===== src/rtl/pipelined_cla_subtractor_if.sv =====
// Operand/result handshake bundle for the pipelined CLA subtractor.
// The master side produces operands and consumes results; the slave side is the subtractor.
interface pipelined_cla_subtractor_if;
    logic signed [31:0] A;
    logic signed [31:0] B;
    logic               Bin;
    logic               in_valid;
    logic               in_ready;
    logic signed [31:0] DIFF;
    logic               Bout;
    logic               Overflow;
    logic               out_valid;
    logic               out_ready;

    modport master (
        output A, B, Bin, in_valid, out_ready,
        input  in_ready, DIFF, Bout, Overflow, out_valid
    );

    modport slave (
        input  A, B, Bin, in_valid, out_ready,
        output in_ready, DIFF, Bout, Overflow, out_valid
    );
endinterface


===== src/rtl/pipelined_cla_subtractor.sv =====
// Four-stage 32-bit subtractor A - B - Bin built as A + ~B + ~Bin, one 8-bit
// carry-look-ahead slice per stage, with a global valid/ready stall.
module pipelined_cla_subtractor (
    input  logic                        clk,
    input  logic                        rst_n,
    pipelined_cla_subtractor_if.slave   bus
);
    localparam int DATA_W = 32;

    // Carries are expanded as flat generate/propagate products rather than rippled.
    function automatic logic [8:0] cla_slice(input logic [7:0] a,
                                             input logic [7:0] bn,
                                             input logic       cin);
        logic [7:0] g;
        logic [7:0] p;
        logic [8:0] c;
        logic       acc;
        logic       pp;
        g    = a & bn;
        p    = a ^ bn;
        c    = '0;
        c[0] = cin;
        for (int i = 0; i < 8; i++) begin
            acc = 1'b0;
            pp  = 1'b1;
            for (int j = i; j >= 0; j--) begin
                acc = acc | (g[j] & pp);
                pp  = pp & p[j];
            end
            c[i+1] = acc | (cin & pp);
        end
        return {c[8], p ^ c[7:0]};
    endfunction

    logic                     w_stall;
    logic                     w_adv;
    logic [8:0]               w_s0;
    logic [8:0]               w_s1;
    logic [8:0]               w_s2;
    logic [8:0]               w_s3;

    logic                     r_vld_p1;
    logic                     r_vld_p2;
    logic                     r_vld_p3;
    logic                     r_vld_p4;

    logic [31:8]              r_a_p1;
    logic [31:8]              r_bn_p1;
    logic [7:0]               r_diff_p1;
    logic                     r_c_p1;
    logic [31:16]             r_a_p2;
    logic [31:16]             r_bn_p2;
    logic [15:0]              r_diff_p2;
    logic                     r_c_p2;
    logic [31:24]             r_a_p3;
    logic [31:24]             r_bn_p3;
    logic [23:0]              r_diff_p3;
    logic                     r_c_p3;
    logic signed [DATA_W-1:0] r_diff_p4;
    logic                     r_bout_p4;
    logic                     r_ovf_p4;

    assign w_stall = r_vld_p4 & ~bus.out_ready;
    assign w_adv   = ~w_stall;

    assign w_s0 = cla_slice(bus.A[7:0], ~bus.B[7:0], ~bus.Bin);
    assign w_s1 = cla_slice(r_a_p1[15:8], r_bn_p1[15:8], r_c_p1);
    assign w_s2 = cla_slice(r_a_p2[23:16], r_bn_p2[23:16], r_c_p2);
    assign w_s3 = cla_slice(r_a_p3[31:24], r_bn_p3[31:24], r_c_p3);

    // Stages 1-3: operand skew registers, loaded only behind a valid token.
    always_ff @(posedge clk) begin
        if (w_adv && bus.in_valid) begin
            r_a_p1    <= bus.A[31:8];
            r_bn_p1   <= ~bus.B[31:8];
            r_diff_p1 <= w_s0[7:0];
            r_c_p1    <= w_s0[8];
        end
        if (w_adv && r_vld_p1) begin
            r_a_p2    <= r_a_p1[31:16];
            r_bn_p2   <= r_bn_p1[31:16];
            r_diff_p2 <= {w_s1[7:0], r_diff_p1};
            r_c_p2    <= w_s1[8];
        end
        if (w_adv && r_vld_p2) begin
            r_a_p3    <= r_a_p2[31:24];
            r_bn_p3   <= r_bn_p2[31:24];
            r_diff_p3 <= {w_s2[7:0], r_diff_p2};
            r_c_p3    <= w_s2[8];
        end
    end

    // Stage 4 and the valid chain; the visible outputs clear on reset.
    always_ff @(posedge clk or negedge rst_n) begin
        if (!rst_n) begin
            r_vld_p1  <= 1'b0;
            r_vld_p2  <= 1'b0;
            r_vld_p3  <= 1'b0;
            r_vld_p4  <= 1'b0;
            r_diff_p4 <= '0;
            r_bout_p4 <= 1'b0;
            r_ovf_p4  <= 1'b0;
        end else if (w_adv) begin
            r_vld_p1 <= bus.in_valid;
            r_vld_p2 <= r_vld_p1;
            r_vld_p3 <= r_vld_p2;
            r_vld_p4 <= r_vld_p3;
            if (r_vld_p3) begin
                r_diff_p4 <= {w_s3[7:0], r_diff_p3};
                r_bout_p4 <= ~w_s3[8];
                // ~bn[31] is B[31]; overflow needs differing signs and a result sign flip.
                r_ovf_p4  <= (r_a_p3[31] ^ ~r_bn_p3[31]) & (w_s3[7] ^ r_a_p3[31]);
            end
        end
    end

    assign bus.in_ready  = w_adv;
    assign bus.out_valid = r_vld_p4;
    assign bus.DIFF      = r_diff_p4;
    assign bus.Bout      = r_bout_p4;
    assign bus.Overflow  = r_ovf_p4;
endmodule


===== src/flat_wrapper.sv =====
// flat-port wrapper written by rule: the top's interface ports become plain ports
module pipelined_cla_subtractor_flat 
  (clk, rst_n, bus_A, bus_B, bus_Bin, bus_in_valid, bus_out_ready, bus_in_ready, bus_DIFF, bus_Bout, bus_Overflow, bus_out_valid);
  pipelined_cla_subtractor_if bus_i ();
  input  logic clk;
  input  logic rst_n;
  input wire logic [$bits(bus_i.A)-1:0] bus_A;
  input wire logic [$bits(bus_i.B)-1:0] bus_B;
  input wire logic [$bits(bus_i.Bin)-1:0] bus_Bin;
  input wire logic [$bits(bus_i.in_valid)-1:0] bus_in_valid;
  input wire logic [$bits(bus_i.out_ready)-1:0] bus_out_ready;
  output wire logic [$bits(bus_i.in_ready)-1:0] bus_in_ready;
  output wire logic [$bits(bus_i.DIFF)-1:0] bus_DIFF;
  output wire logic [$bits(bus_i.Bout)-1:0] bus_Bout;
  output wire logic [$bits(bus_i.Overflow)-1:0] bus_Overflow;
  output wire logic [$bits(bus_i.out_valid)-1:0] bus_out_valid;
  assign bus_i.A = bus_A;
  assign bus_i.B = bus_B;
  assign bus_i.Bin = bus_Bin;
  assign bus_i.in_valid = bus_in_valid;
  assign bus_i.out_ready = bus_out_ready;
  assign bus_in_ready = bus_i.in_ready;
  assign bus_DIFF = bus_i.DIFF;
  assign bus_Bout = bus_i.Bout;
  assign bus_Overflow = bus_i.Overflow;
  assign bus_out_valid = bus_i.out_valid;
  pipelined_cla_subtractor u_core (.clk(clk), .rst_n(rst_n), .bus(bus_i));
endmodule

===== config.mk =====
export PLATFORM = sky130hd
export DESIGN_NAME = pipelined_cla_subtractor_flat
export DESIGN_NICKNAME = d
export VERILOG_FILES = /design/src/rtl/pipelined_cla_subtractor_if.sv /design/src/rtl/pipelined_cla_subtractor.sv /design/src/flat_wrapper.sv
export SDC_FILE = /design/constraint.sdc
export NUM_CORES = 1
export LEC_CHECK = 0
export ABC_AREA = 1
export CORE_MARGIN = 10
export CORE_UTILIZATION = 50
export CTS_BUF_LIST = sky130_fd_sc_hd__clkbuf_8
export DETAILED_ROUTE_END_ITERATION = 10
export HOLD_SLACK_MARGIN = 0.12
export PLACE_DENSITY = 0.8
export SYNTH_ARGS = -nofsm -noshare
export SYNTH_HDL_FRONTEND = slang
export SYNTH_SLANG_ARGS = --single-unit
export TNS_END_PERCENT = 100

===== constraint.sdc =====
create_clock -name clk -period 2.8 [get_ports clk]
set_input_delay 0.84 -clock clk [delete_from_list [all_inputs] [get_ports clk]]
set_output_delay 0.84 -clock clk [all_outputs]
set_load 0.02 [all_outputs]

# Word level (Yosys, flattened, before mapping)
# Cells that the tools add are included.
[op_classes]
n_bitwise = 423
n_reduce_logical = 4
[op_table]
columns = ["op", "n"]
rows = [
  ["$and A1 B1 Y1", 258],
  ["$or A1 B1 Y1", 144],
  ["$xor A8 B8 Y8", 8],
  ["$and A8 B8 Y8", 4],
  ["$not A24 Y24", 1],
  ["$not A8 Y8", 1],
  ["$not A1 Y1", 5],
  ["$logic_and A1 B1 Y1", 3],
  ["$reduce_and A2 Y1", 1],
  ["$xor A1 B1 Y1", 2],
]
[word_totals]
output_inout_bits = 36
wordCells = 446
ff_bits = 185

# Logic depth before layout (Yosys ltp)
# Gate-level depths: netlist of run 1.
[logic_depth]
word_depth = 12
depth_mapped = 11

# Worst setup path after synthesis of run 1
# No wires, ideal clock.
[synth_path]
path_type = "input to register"
startpoint = "input bus_out_ready"
endpoint = "register u_core.r_a_p2[16] (netlist bit), enable pin"
required_ns = 2.342
path_stages = 2
path_slack_ns = -0.632
t_arrival_ns = 2.975
path_cell_list = "nor2_4 > nor2_1"
[synth_via]
elab_chain_cells = 4
[synth_rtl]
columns = ["element", "line", "source"]
rows = [
  ["start, declared", "flat_wrapper.sv:11", "input wire logic [$bits(bus_i.out_ready)-1:0] bus_out_ready;"],
  ["$not A1 Y1", "pipelined_cla_subtractor.sv:63", "assign w_stall = r_vld_p4 & ~bus.out_ready;"],
  ["$and A1 B1 Y1", "pipelined_cla_subtractor.sv:63", ""],
  ["$not A1 Y1 (no source line)", "n/a", ""],
  ["$logic_and A1 B1 Y1", "pipelined_cla_subtractor.sv:79", "if (w_adv && r_vld_p1) begin"],
  ["end signal, assigned", "pipelined_cla_subtractor.sv:80", "r_a_p2 <= r_a_p1[31:16];"],
  ["end, declared", "pipelined_cla_subtractor.sv:51", "logic [31:16] r_a_p2;"],
]
# No other way between the ends.
# A chain may end at the register's enable or synchronous reset.

# Worst setup path after layout of run 1
[layout_path]
startpoint = "input bus_out_ready"
endpoint = "output bus_in_ready"
[layout_via]
elab_chain_cells = 3
[layout_rtl]
columns = ["element", "line", "source"]
rows = [
  ["$not A1 Y1", "pipelined_cla_subtractor.sv:63", ""],
  ["$and A1 B1 Y1", "pipelined_cla_subtractor.sv:63", ""],
  ["$not A1 Y1 (no source line)", "n/a", ""],
  ["end, declared", "flat_wrapper.sv:12", "output wire logic [$bits(bus_i.in_ready)-1:0] bus_in_ready;"],
]
# No other way between the ends.

==> impl_results.md, run 1 <==
- Data arrival time of the worst path: 1.78 ns
- Met3 routing resource usage after global routing: 3.82%
- Biggest area consumer among synthesized cells: sky130_fd_sc_hd__edfxtp_1
- Number of routed nets with antenna violations: 0
- Clock input transition at the sequential cells of the worst setup and hold paths: 0.09 ns
- Floorplan die area: 21200 µm²
- Most numerous cell types in the synthesized netlist: sky130_fd_sc_hd__edfxtp_1, sky130_fd_sc_hd__nand2_1, sky130_fd_sc_hd__inv_1
- Total number of vias: 4833
- Avg Synthesized Cell Area: 12.5 µm²
- Total global routing overflow: 0
- Placed Area: 9230 µm²
- Total of hold buffers inserted after clock tree synthesis: 0
- Maximum number of pins on one net before global-route repair: 51
- Slew Limit Headroom: 43.6%
- Period Utilization, post-route: 93.6%
- CTS H-tree lvls: 4
- Pre-antenna DRT Iters: 5
- Area of the multi-input gates: 2110 µm²
- Placeable Area: 15300 µm²
- Detailed-route vias per instance: 4.97
- Std-Cell Rows: 45
- Global-route wire length before repair: 24400 µm
- IR Drop Worst-Case VDD: 0.000425 V
- Final HPWL DP: 10900 µm
- Number of flops mapped to enable cells by yosys: 147
- Design Power: 8.99 mW
- FF+latch area: 5370 µm²
- Origin of the worst min-delay path: u_core.r_a_p2[25]$_DFFE_PP_
- Filler Cell Count: 1185
- Synth Instances: 630
- Layout Area Growth over Synthesis: 21.7%
- Count of synthesis-stage warnings from yosys: 0
- Crit path launch type: input port
- Starting utilization of the core area: 51.5%
- Max Fanout on Critical Path: 2
- Pleak: 3.99 nW
- Number of cells traversed by the worst register-to-register path: 9
- Number of DRC violations after detailed routing: 0
- Clock Path Buffers: 2
- Number of buffers inserted during clock tree synthesis: 17
- Number of antenna diodes: 0
- Met1 routing resource usage after global routing: 16.6%
- Total Nets Final: 854
- Most used flip-flop cell after synthesis: sky130_fd_sc_hd__edfxtp_1
- Number of library cell types mapped by synthesis: 36
- Critical setup path kind: in -> out
- Clock Skew: 0.0158 ns
- Avg WL per Cell: 14.9 µm
- Result of the run: completed
- Horizontal die dimension: 146 µm
- Hold violation total from the final report: 0
- Count of max-cap constraint violations: 0
- Number of antenna violations at the first check in global routing: 0
- Post-Synthesis Net Count: 735
- Count of input and output buffers: 104
- Type of the tightest min-delay check: reg -> reg
- Chip Height: 146 µm
- CTS tree: done
- Global routing's busiest layer: met2
- Post-Synthesis Cell Area: 7890 µm²
- Capture instance of the worst register-to-register path: u_core.r_diff_p2[15]$_DFFE_PP_
- Setup crit end kind: output pin
- Power per unit of standard cell area: 936 nW/µm²
- Count of clock tree sinks: 185
- Reg-to-reg startpoint: u_core.r_bn_p1[13]$_DFFE_PP_
- Sequential element share of the synthesized area: 68.0%
- Worst-margin pin slew: 0.846 ns
- Cell count of the worst hold path: 0
- Library cell with the highest instance count after synthesis: sky130_fd_sc_hd__edfxtp_1
- Overall routed net length: 14500 µm
- Final count of pins violating max slew: 0
- Hold-critical path endpoint: u_core.r_a_p3[25]$_DFFE_PP_
- All-Layer GR Usage: 14.2%
- Post-synth top area share: 55.9%
- # setup viols final: 0
- Number of global-route vias before repair: 5091
- Reg-to-reg setup timing slack: 0.88 ns
- Final cell area excluding filler cells: 9600 µm²
- Time the final worst path needs with I/O delays and setup: 2.62 ns
- GR met2 Demand/Resource: 24.2%
- Largest cells by area after synthesis: sky130_fd_sc_hd__edfxtp_1, sky130_fd_sc_hd__dfrtp_1, sky130_fd_sc_hd__nand2_1, sky130_fd_sc_hd__ha_1, sky130_fd_sc_hd__inv_1
- Number of violations reported at the end of detailed-routing iteration 0: 264
- Share of synthesized flip-flops with an asynchronous set or reset: 20.5%
- Cell chosen for the clock root: sky130_fd_sc_hd__clkbuf_8
- Synth Register Bits: 185
- Maximum achievable frequency: 0.382 GHz
- RSZ-0062 raised after global routing: false
- Fraction of layout cells with a size suffix above 1: 10.8%
- CP Data Required Time: 1.96 ns
- Last weighted congestion value of the routability-driven placer: 0.855
- Ports: 105
- Setup total negative slack: 0 ns
- Clk_lat worst skew: 0.46 ns
-- worst max-delay path by stage --
stage | start | to
after detailed placement | bus_out_ready | bus_in_ready
after global placement | bus_out_ready | bus_in_ready
after floorplan | bus_out_ready | u_core.r_a_p1[10]$_DFFE_PP_
final | bus_out_ready | bus_in_ready
after CTS | bus_out_ready | bus_in_ready
after global routing | bus_out_ready | bus_in_ready
-- flip-flops by register name, summed over array words and instances (netlist names), 8 cells and up --
signal and cells:
u_core.bus.DIFF 32, u_core.r_a_p1 24, u_core.r_a_p2 16, u_core.r_a_p3 8
u_core.r_bn_p1 24, u_core.r_bn_p2 16, u_core.r_bn_p3 8, u_core.r_diff_p1 8
u_core.r_diff_p2 16, u_core.r_diff_p3 24
-- area by class of cell --
cell class / instances / area share, %
well taps: 211 / 2.75
inverters: 85 / 3.36
clock inverters: 15 / 1.47
multi-input cells: 345 / 22.0
repair buffers: 115 / 12.2
clock buffers: 17 / 2.44
flip-flops and latches: 185 / 55.9
-- metal layers --
metal / vias to the layer above / part of all wire [%]
met2: 169 / 50
met5: - / 0
met3: 30 / 5.9
met4: 0 / 2.3
met1: 2262 / 42
li1: 2372 / -
-- power breakdown --
group          switching (mW)  internal (mW)  total, mW
Combinational            1.87           1.21       3.08
Clock                   0.879          0.781       1.66
Sequential              0.297           3.96       4.25
Total                    3.05           5.94       8.99
-- logic make-up (layout without fill, tap and decap cells) --
kind of cell	after synthesis	after routing	share of synthesized area, %
AOI/OAI and AO/OA	36	36	2.65
xor gates and xnor gates	18	18	2.00
adders and majority gates	36	36	6.09
buffers and inverters	100	232	5.47
DFF	185	185	68.0
and+or+nand+nor	255	255	15.8
-- through the flow --
| stage | worst slack, ns | instances | utilization [%] | hold WS, ns |
|---|---|---|---|---|
| finish | 0.180 | 973 | 62.7 | 0.415 |
| global route | 0.131 | 973 | 62.7 | 0.429 |
| CTS | 0.176 | 973 | 62.7 | 0.417 |
| detailed placement | -0.0923 | 941 | 60.3 | 0.405 |
| global placement | -0.100 | 941 | 60.3 | 0.401 |
| floorplan | 0.0700 | 630 | - | 0.400 |
-- layout by cell type (no fill, tap or decap), drive strengths merged, types with 3 or more instances in the layout --
master and instances:
a21oi 23, buf 12, clkbuf 17, clkdlybuf4s50 102, clkinv 7, clkinvlp 3, dfrtp 38, edfxtp 147
fa 4, ha 32, inv 88, nand2 141, nand3 59, nand4 23, nor2 28, o21ai 9
xnor2 3, xor2 15
-- worst max-delay path, cell delays in order --
cell	delay, ns
sky130_fd_sc_hd__clkdlybuf4s50_1	0.50
sky130_fd_sc_hd__nor2_4	0.05
sky130_fd_sc_hd__inv_1	0.06
sky130_fd_sc_hd__dlygate4sd2_1	0.33
-- repair_timing --
action	in CTS	in global routing
resized for setup	1	0
setup endpoints to repair	1	0
buffers inserted	0	0
Note: power is estimated with default switching activity, not from simulation.
==> inputs of run 2 (changes only) <==
- CORE_MARGIN: 10 -> 1.5
==> run 2 against run 1 <==
- sequential share of layout area decreased by 0.094 points
- clock-buffer cell count increased by 3
- utilization up 0.11 points
- largest cell class unchanged
- total power up 1.0%
- sequential power about the same
- clock power is 5% higher
- clock skew down 0.0033 ns
- fmax is 0.13% higher
- global-route usage rose by 4.1 points
- cell area increased by 0.17%
- critical endpoint unchanged
- register-to-register slack worse by 0.02 ns
- critical path type unchanged
==> impl_results.md, run 2 (synthesis results as in run 1) <==
- Highest-count cells in the layout ignoring fill and taps: sky130_fd_sc_hd__edfxtp_1, sky130_fd_sc_hd__nand2_1, sky130_fd_sc_hd__clkdlybuf4s50_1
- Count of clock tree sinks: 185
- Time the final worst path needs with I/O delays and setup: 2.62 ns
- Setup repair bufs after CTS: 0
- Final HPWL DP: 10200 µm
- Floorplan die area: 16500 µm²
- Number of routed nets with antenna violations: 0
- Total global routing overflow: 0
- Data arrival time of the worst path: 1.78 ns
- Post-Place Cells: 940
- Clock Path Buffers: 2
- Number of antenna violations at the first check in global routing: 0
- Starting utilization of the core area: 51.5%
- Worst-margin pin slew: 0.830 ns
- Ports: 105
- Critical setup path kind: in -> out
- Combinational power share: 34.0%
- Final count of pins violating max slew: 0
- Power per unit of standard cell area: 944 nW/µm²
- Std-Cell Rows: 45
- Layout Area Growth over Synthesis: 21.9%
- Setup crit end kind: output pin
- # setup viols final: 0
- Avg WL per Cell: 14.4 µm
- Type of the tightest min-delay check: reg -> reg
- Number of global-route vias before repair: 4875
- Switching power as a share of total power: 33.6%
- Number of buffers inserted during clock tree synthesis: 17
- Total of hold buffers inserted after clock tree synthesis: 0
- Clock Skew: 0.0126 ns
- All-Layer GR Usage: 18.3%
- Slew Limit Headroom: 44.6%
- Max Fanout on Critical Path: 2
- Maximum achievable frequency: 0.382 GHz
- Total number of vias: 4857
- Crit path launch type: input port
- Sequential fraction of design power: 46.9%
- Overall routed net length: 14000 µm
- CTS H-tree lvls: 4
- Cell-internal power: 6.03 mW
- Total Nets Final: 853
- Number of violations reported at the end of detailed-routing iteration 0: 299
- Cell chosen for the clock root: sky130_fd_sc_hd__clkbuf_8
- RSZ-0062 raised after global routing: false
- Clk_lat worst skew: 0.46 ns
- Maximum number of pins on one net before global-route repair: 58
- Pre-antenna DRT Iters: 5
- Last weighted congestion value of the routability-driven placer: 0.980
- Max reg flops: 32
- Result of the run: completed
- IR Drop Worst-Case VDD: 0.000364 V
- Number of DRC violations after detailed routing: 0
- Fraction of layout cells with a size suffix above 1: 10.9%
- Horizontal die dimension: 129 µm
- Placeable Area: 15300 µm²
- Switching power: 3.05 mW
- CTS tree: done
- Period Utilization, post-route: 93.5%
- Commonest non-fill, non-tap cell in the layout: sky130_fd_sc_hd__edfxtp_1
- Final cell area excluding filler cells: 9620 µm²
- Chip Height: 129 µm
- Pleak: 3.98 nW
- Hold violation total from the final report: 0
- Placed Area: 9220 µm²
- Final Non-Filler Cells: 972
- Count of input and output buffers: 104
- CP Data Required Time: 1.96 ns
- Quantity of gates resized following cts: 1
- Number of antenna diodes: 0
- Detailed-route vias per instance: 5.00
- Count of max-cap constraint violations: 0
- Global-route wire length before repair: 23100 µm
- Clock input transition at the sequential cells of the worst setup and hold paths: 0.09 ns
- Power share of the clock group: 19.2%
- Filler Cell Count: 1156
==> run 2: cell types whose count changed in the layout (fill, tap and decap cells not counted), sizes merged <==
cell / previous run / this run
inv: 88 / 84
clkbuf: 17 / 20
buf: 12 / 11
clkinvlp: 3 / 4
==> run 2: layout make-up <==
class	count	area, µm²	area share [%]
multi-input combinational	345	2110	21.9
inverter	85	323	3.36
timing repair buffer	114	1160	12.1
sequential	185	5370	55.8
clock buffer	20	275	2.86
tap	211	264	2.74
clock inverter	12	124	1.29
==> run 2: worst paths after layout <==
path,startpoint,slack [ns],endpoint,cells past startpoint
worst max-delay path,bus_out_ready,0.18,bus_in_ready,4
worst min-delay path,u_core.r_a_p2[25]$_DFFE_PP_,0.41,u_core.r_a_p3[25]$_DFFE_PP_,0
worst max register to register,u_core.r_bn_p1[11]$_DFFE_PP_,0.86,u_core.r_diff_p2[14]$_DFFE_PP_,6
worst min register to register,u_core.r_a_p2[25]$_DFFE_PP_,0.41,u_core.r_a_p3[25]$_DFFE_PP_,0
max in group asynchronous,rst_n,1.79,u_core.bus.DIFF[29]$_DFFE_PN0P_,1
min in group asynchronous,rst_n,0.48,u_core.bus.DIFF[4]$_DFFE_PN0P_,1
==> run 2: metal layers <==
metal	wire length [µm]	vias to the layer above	GRT usage, %	share of wire (%)
li1	-	2370	-	-
met1	5890	2299	22.1	42
met2	7170	157	31.9	51
met3	614	31	3.70	4.4
met4	293	0	8.26	2.1
met5	0	-	0	0
==> run 2: stage by stage <==
step           hold slack (ns)  setup slack (ns)  util [%]  total power, mW  TNS [ns]
3_5_place_dp             0.405           -0.0867      60.2             7.43   -0.0867
5_1_grt                  0.420             0.112      62.8             9.66         0
4_1_cts                  0.415             0.178      62.8             9.16         0
6_report                 0.414             0.183      62.8             9.08         0
3_3_place_gp             0.404           -0.0874      60.2             7.25   -0.0874
2_1_floorplan            0.400            0.0700         -             6.22         0
==> run 2: worst max-delay path: stages <==
cell                              delay (ns)
sky130_fd_sc_hd__clkdlybuf4s50_1        0.50
sky130_fd_sc_hd__nor2_4                 0.05
sky130_fd_sc_hd__inv_1                  0.06
sky130_fd_sc_hd__dlygate4sd2_1          0.33
==> run 2: power groups by stage <==
stage | sequential [mW] | clock, mW | combinational (mW)
5_1_grt | 4.34 | 1.88 | 3.44
4_1_cts | 4.27 | 1.78 | 3.11
2_1_floorplan | 4.56 | 0 | 1.66
3_3_place_gp | 4.29 | 0 | 2.96
3_5_place_dp | 4.33 | 0 | 3.10
6_report | 4.26 | 1.74 | 3.08
